[config.mk]
export PLATFORM = sky130hd
export DESIGN_NAME = tdm_demux_4ch
export DESIGN_NICKNAME = d
export VERILOG_FILES = /design/src/rtl/tdm_demux_4ch.sv
export SDC_FILE = /design/constraint.sdc
export NUM_CORES = 1
export LEC_CHECK = 0
export CORE_UTILIZATION = 35
export CTS_BUF_LIST = sky130_fd_sc_hd__clkbuf_8 sky130_fd_sc_hd__clkbuf_16
export DETAILED_ROUTE_END_ITERATION = 10
export GPL_ROUTABILITY_DRIVEN = 0
export SLEW_MARGIN = 10
export SYNTH_ARGS = -nofsm -noshare
export SYNTH_HDL_FRONTEND = slang
export SYNTH_SLANG_ARGS = --single-unit
[constraint.sdc]
create_clock -name clk -period 2.9 [get_ports clk]
set_input_delay 0.58 -clock clk [delete_from_list [all_inputs] [get_ports clk]]
set_output_delay 0.58 -clock clk [all_outputs]
set_load 0.02 [all_outputs]
[src/rtl/tdm_demux_4ch.sv]
// Four-channel TDM demultiplexer: collects ch0..ch3 samples after a start-of-frame and holds the frame until consumed.
// Optional framing-error counter is built only when TDM_DEMUX_ERR_CNT_EN is defined.
module tdm_demux_4ch #(
  parameter int WIDTH = 16
) (
  input  logic             clk,
  input  logic             rst,
  input  logic [WIDTH-1:0] in_data,
  input  logic             in_valid,
  input  logic             in_sof,
  output logic             in_ready,
  output logic [WIDTH-1:0] out_ch0,
  output logic [WIDTH-1:0] out_ch1,
  output logic [WIDTH-1:0] out_ch2,
  output logic [WIDTH-1:0] out_ch3,
  output logic             out_valid,
  input  logic             out_ready,
  output logic             sync_err,
  output logic [7:0]       err_count
);

  typedef enum logic [1:0] {
    IDLE    = 2'd0,
    COLLECT = 2'd1,
    FULL    = 2'd2
  } state_t;

  state_t           state_r;
  state_t           state_s;
  logic [1:0]       slot_r;
  logic [1:0]       slot_s;
  logic [3:0]       wr_s;
  logic             err_s;
  logic             in_ready_s;
  logic             xfer_s;
  logic             hunt_s;
  logic             out_valid_r;
  logic             sync_err_r;
  logic [WIDTH-1:0] ch_r [4];

  // Next-state, slot and channel-write decode.
  always_comb begin
    state_s = state_r;
    slot_s  = slot_r;
    wr_s    = 4'b0000;
    err_s   = 1'b0;
    if (state_r == FULL) begin
      in_ready_s = out_ready;
    end else begin
      in_ready_s = 1'b1;
    end
    xfer_s = in_valid & in_ready_s;
    // A consumed FULL frame hunts for sof on the same edge, giving zero-bubble frames.
    hunt_s = (state_r == IDLE) || ((state_r == FULL) && out_ready);

    case (state_r)
      IDLE, FULL: begin
        if (state_r == FULL && out_ready) begin
          state_s = IDLE;
          slot_s  = 2'd0;
        end else begin
          state_s = state_r;
        end
        if (hunt_s && xfer_s) begin
          if (in_sof) begin
            wr_s[0] = 1'b1;
            slot_s  = 2'd1;
            state_s = COLLECT;
          end else begin
            err_s = 1'b1;
          end
        end else begin
          err_s = 1'b0;
        end
      end
      COLLECT: begin
        if (xfer_s) begin
          if (in_sof) begin
            wr_s[0] = 1'b1;
            slot_s  = 2'd1;
            err_s   = 1'b1;
          end else begin
            wr_s[slot_r] = 1'b1;
            if (slot_r == 2'd3) begin
              slot_s  = 2'd0;
              state_s = FULL;
            end else begin
              slot_s = slot_r + 2'd1;
            end
          end
        end else begin
          slot_s = slot_r;
        end
      end
      default: begin
        state_s = IDLE;
        slot_s  = 2'd0;
      end
    endcase
  end

  // State, status and channel registers.
  always_ff @(posedge clk) begin
    if (rst) begin
      state_r     <= IDLE;
      slot_r      <= 2'd0;
      out_valid_r <= 1'b0;
      sync_err_r  <= 1'b0;
      for (int i = 0; i < 4; i++) begin
        ch_r[i] <= '0;
      end
    end else begin
      state_r     <= state_s;
      slot_r      <= slot_s;
      out_valid_r <= (state_s == FULL);
      sync_err_r  <= err_s;
      for (int i = 0; i < 4; i++) begin
        if (wr_s[i]) begin
          ch_r[i] <= in_data;
        end
      end
    end
  end

`ifdef TDM_DEMUX_ERR_CNT_EN
  logic [7:0] err_cnt_r;

  // Saturating framing-error counter.
  always_ff @(posedge clk) begin
    if (rst) begin
      err_cnt_r <= 8'd0;
    end else if (err_s && (err_cnt_r != 8'd255)) begin
      err_cnt_r <= err_cnt_r + 8'd1;
    end
  end

  assign err_count = err_cnt_r;
`else
  assign err_count = 8'd0;
`endif

  assign in_ready  = in_ready_s;
  assign out_valid = out_valid_r;
  assign sync_err  = sync_err_r;
  assign out_ch0   = ch_r[0];
  assign out_ch1   = ch_r[1];
  assign out_ch2   = ch_r[2];
  assign out_ch3   = ch_r[3];

endmodule

==> impl.org <==
** Run status
- Status :: finished clean

** Place
- Final HPWL from detailed placement :: ~4200 um
- Buffers placed on the I/O ports in this run total between 80 and 90.
- Post-placement setup slack :: 0.431 ns

** Worst setup path
- Register-to-Register Setup Slack :: between 1 and 1.5 ns
- Reg-to-reg startpoint :: slot_r[0]
- Cell depth of the worst flop-to-flop path :: 6
- Required time of the critical path :: 2.32 ns
- Max FO, Critical Path :: 4
- Capturing point of the worst reg2reg path :: ch_r[0][9]
- Worst setup SP type :: primary input
- The critical path in this run is classified as primary input to output port.
- Type of destination of the critical path :: output port
- Data on the critical path arrives at its endpoint at 1.89 ns.

** Synthesis
- Of the post-synthesis cell area, the dominant cell type holds 0.651.
- Number of flip-flops and latches in the synthesized netlist :: 70
- Synth warnings :: 0
- After synthesis, the share of flip-flops with an asynchronous set or reset is 0.
- Distinct cell type count of the synthesized netlist :: 35
- Summing every instance area after synthesis gives just under 3000 um2.
- Synth area leaders :: sky130_fd_sc_hd__edfxtp_1, sky130_fd_sc_hd__and2_1, sky130_fd_sc_hd__dfxtp_1
- Primary FF master, synth :: sky130_fd_sc_hd__edfxtp_1
- Of the synthesized area, sequential elements account for 0.692.
- Summed over all instances, the cell type with the most area after synthesis is sky130_fd_sc_hd__edfxtp_1.
- Number of instances in the synthesized netlist :: between 150 and 200
- Syn Area/Cell :: 14.8 um2
- Number of enable flip-flop cells after synthesis :: 64

** GRT
- The number of antenna violations at the first check in global routing was 0.
- Overflow after GRT :: 0
- The via count of the first global-routing pass was 1850.
- Aggregate global-route resource usage :: 0.154
- Entering global routing, the biggest net connects 17 pins.
- The first global-routing pass estimated between 9000 and 10000 um of wire.

** Power and ir drop
- Of the total power, combinational logic draws 0.122.
- Static leakage :: 1.62 nW
- Power dissipated by switching net loads :: ~0.00054 W
- Of the total power, the clock network draws 0.371.
- Power density over the cells :: roughly 550 nW/um2
- Of the total power, registers draw 0.508.
- Internal Dissipation :: 0.00175 W
- Of the total power, the share spent switching nets is 0.235.
- VDD sags by at most about 0.00026 V.

** Layout
- Share of layout cells above drive strength 1 :: 0.113
- 0 antenna diodes ended up in the layout.
- Fill cells in the final layout number just over 700.
- Compared with the post-synthesis result, the final layout area differs by 40.9%.
- The net count of the finished layout is 323.

** STA
- For the pin with the worst max-slew slack, the measured transition is 0.688 ns.
- Setup violations remaining at the end of the flow were counted as 0.
- Dividing the final minimum period by the clock period gives 0.852.
- Unrepaired setup endpoints after global routing :: false
- On the final layout, the worst clock skew is 0.0104 ns.
- Shortest period the worst path allows :: 2.47 ns
- The count of pins over their slew limit is 0.
- Slew headroom :: 0.540
- Fmax :: 405 MHz
- Sum of negative setup slack :: 0 ns
- Hold violation total from the final report :: 0
- After layout, the worst setup slack is approximately 0.43 ns.

** Detailed routing
- Initial DRC count :: just under 90
- In the final routed layout, each cell accounts on average for about 16 um.
- The pre-antenna-repair detailed-routing pass consisted of 4 iterations.
- Number of routed nets with antenna violations :: 0
- Via total after detailed routing :: 1873
- DRC violation count after routing :: 0
- In the routed layout, each cell is associated on average with a via count of approximately 4.6.
- For this block, the routed nets add up to about 6400 um of wire.

** CTS
- Number of buffers between clock root and the deepest sink :: 2
- CTS HTree Levels :: 3
- TritonCTS built the clock tree.
- Post-CTS setup repair buffer count :: 0
- Clock-pin slew was measured on the worst setup and hold paths at 0.08 ns.
- TritonCTS Sinks :: 70
- For the worst-skew pair, the clock arrives at the later sink with an insertion delay of 0.35 ns.
- After clock tree synthesis, the flow added hold-fix buffers numbering 0.
- Root Buffer :: sky130_fd_sc_hd__clkbuf_8
- Cts repair resizes :: 0
- TritonCTS created 9 clock buffers.

** Min path
- Worst hold path stage count :: 2
- The path with the worst hold slack has its endpoint at slot_r[1].
- The tightest min-delay check is of the flip-flop to flip-flop type.
- Start point of the worst min-delay path :: slot_r[1]

** Floorplanning
- Die area :: about 8800 um2
- Initial standard-cell utilization of the core :: 0.361
- The initialized floorplan defines 33 standard-cell rows.
- Core outline area :: 8180 um2
- In this run the horizontal extent of the chip is 93.9 um.
- Vert. Die Dim :: about 94 um
- Top-level I/O count :: 96

** Run
- Max-cap violations in this run came to 0.
[critical path, stage by stage]
cell,delay [ns]
sky130_fd_sc_hd__clkdlybuf4s50_1,0.52
sky130_fd_sc_hd__nor2b_1,0.07
sky130_fd_sc_hd__nand2_1,0.10
sky130_fd_sc_hd__clkdlybuf4s50_1,0.61
[logic make-up (layout without fill, tap and decap cells)]
kind of cell,after synthesis,after routing,synth area share
AOI/OAI and AO/OA,16,16,0.0403
and+or+nand+nor,87,87,0.200
buffers and inverters,21,117,0.0496
other,1,8,0.00127
DFF,70,70,0.692
adders and majority gates,4,4,0.0169
[cell usage in the layout (no fill, tap or decap), types with 2 or more instances in the layout]
cell type,n
sky130_fd_sc_hd__clkbuf_8,9
sky130_fd_sc_hd__nand2b_1,2
sky130_fd_sc_hd__nand2_1,5
sky130_fd_sc_hd__bufinv_16,2
sky130_fd_sc_hd__conb_1,8
sky130_fd_sc_hd__edfxtp_1,64
sky130_fd_sc_hd__clkdlybuf4s50_1,87
sky130_fd_sc_hd__nor2_1,4
sky130_fd_sc_hd__and3_1,16
sky130_fd_sc_hd__dfxtp_1,6
sky130_fd_sc_hd__clkinv_4,2
sky130_fd_sc_hd__o21bai_1,2
sky130_fd_sc_hd__and2_1,48
sky130_fd_sc_hd__inv_1,3
sky130_fd_sc_hd__nor4b_4,2
sky130_fd_sc_hd__nand2b_4,2
sky130_fd_sc_hd__a41o_1,2
sky130_fd_sc_hd__nor2b_1,2
sky130_fd_sc_hd__a21oi_1,2
sky130_fd_sc_hd__a21o_1,2
sky130_fd_sc_hd__clkinv_2,2
sky130_fd_sc_hd__ha_1,4
sky130_fd_sc_hd__buf_4,11
[flip-flops by register name, indices dropped and copies added, names as in the netlist]
name and count:
slot_r 2, state_r 2, out_valid 1, ch_r 64, sync_err 1
[worst max path at each step]
stage / from / endpoint / slack (ns) / depth (start not counted)
after floorplan: in_sof / ch_r[0][0] / 0.94 / 5
after global placement: out_ready / in_ready / 0.46 / 4
after detailed placement: out_ready / in_ready / 0.43 / 4
after CTS: out_ready / in_ready / 0.42 / 4
after global routing: out_ready / in_ready / 0.39 / 4
final: out_ready / in_ready / 0.43 / 4
[power by group through the flow]
stage / logic (W) / clock network (W) / registers (W)
after floorplan: 0.0000785 / 0 / 0.00124
after global placement: 0.000277 / 0 / 0.00118
after detailed placement: 0.000282 / 0 / 0.00118
after CTS: 0.000283 / 0.000858 / 0.00116
after global routing: 0.000297 / 0.000898 / 0.00116
final: 0.000278 / 0.000847 / 0.00116
[Yosys cell counts, types with 2 or more instances]
master and number:
sky130_fd_sc_hd__clkbuf_1 2, sky130_fd_sc_hd__a21oi_1 2, sky130_fd_sc_hd__nor2b_1 2, sky130_fd_sc_hd__and3_1 16
sky130_fd_sc_hd__and2_1 48, sky130_fd_sc_hd__edfxtp_1 64, sky130_fd_sc_hd__a41o_1 2, sky130_fd_sc_hd__buf_4 9
sky130_fd_sc_hd__buf_2 3, sky130_fd_sc_hd__inv_1 3, sky130_fd_sc_hd__dfxtp_1 6, sky130_fd_sc_hd__nor4b_4 2
sky130_fd_sc_hd__a21o_1 2, sky130_fd_sc_hd__nand2b_4 2, sky130_fd_sc_hd__nand2_1 5, sky130_fd_sc_hd__buf_6 4
sky130_fd_sc_hd__ha_1 4, sky130_fd_sc_hd__o21bai_1 2, sky130_fd_sc_hd__nor2_1 4, sky130_fd_sc_hd__nand2b_1 2
[metal layers]
metal,up-vias,GRT usage,wire (um)
met5,-,0,0
li1,889,-,-
met2,68,0.262,3250
met1,903,0.178,2660
met4,0,0.0782,158
met3,13,0.0405,315
[per-stage QoR]
| step | hold slack, ns | utilization | instances | instance area (um2) | total power, W |
|---|---|---|---|---|---|
| after floorplan | 0.489 | - | 206 | 2980 | 0.00132 |
| final | 0.532 | 0.509 | 407 | 4160 | 0.00229 |
| after global placement | 0.511 | 0.483 | 392 | 3950 | 0.00146 |
| after CTS | 0.537 | 0.509 | 407 | 4160 | 0.00230 |
| after detailed placement | 0.526 | 0.483 | 392 | 3950 | 0.00147 |
| after global routing | 0.577 | 0.509 | 407 | 4160 | 0.00236 |
[area by class of cell]
class                   instances  area (um2)  share of cell area
inverters                       3        11.3             0.00271
well taps                     105         131              0.0316
clock inverters                 6        87.6              0.0211
multi-input cells             115         791               0.190
flip-flops and latches         70        2040               0.491
repair buffers                 99         973               0.234
clock buffers                   9         124              0.0298
(Power assumes the default switching activity.)
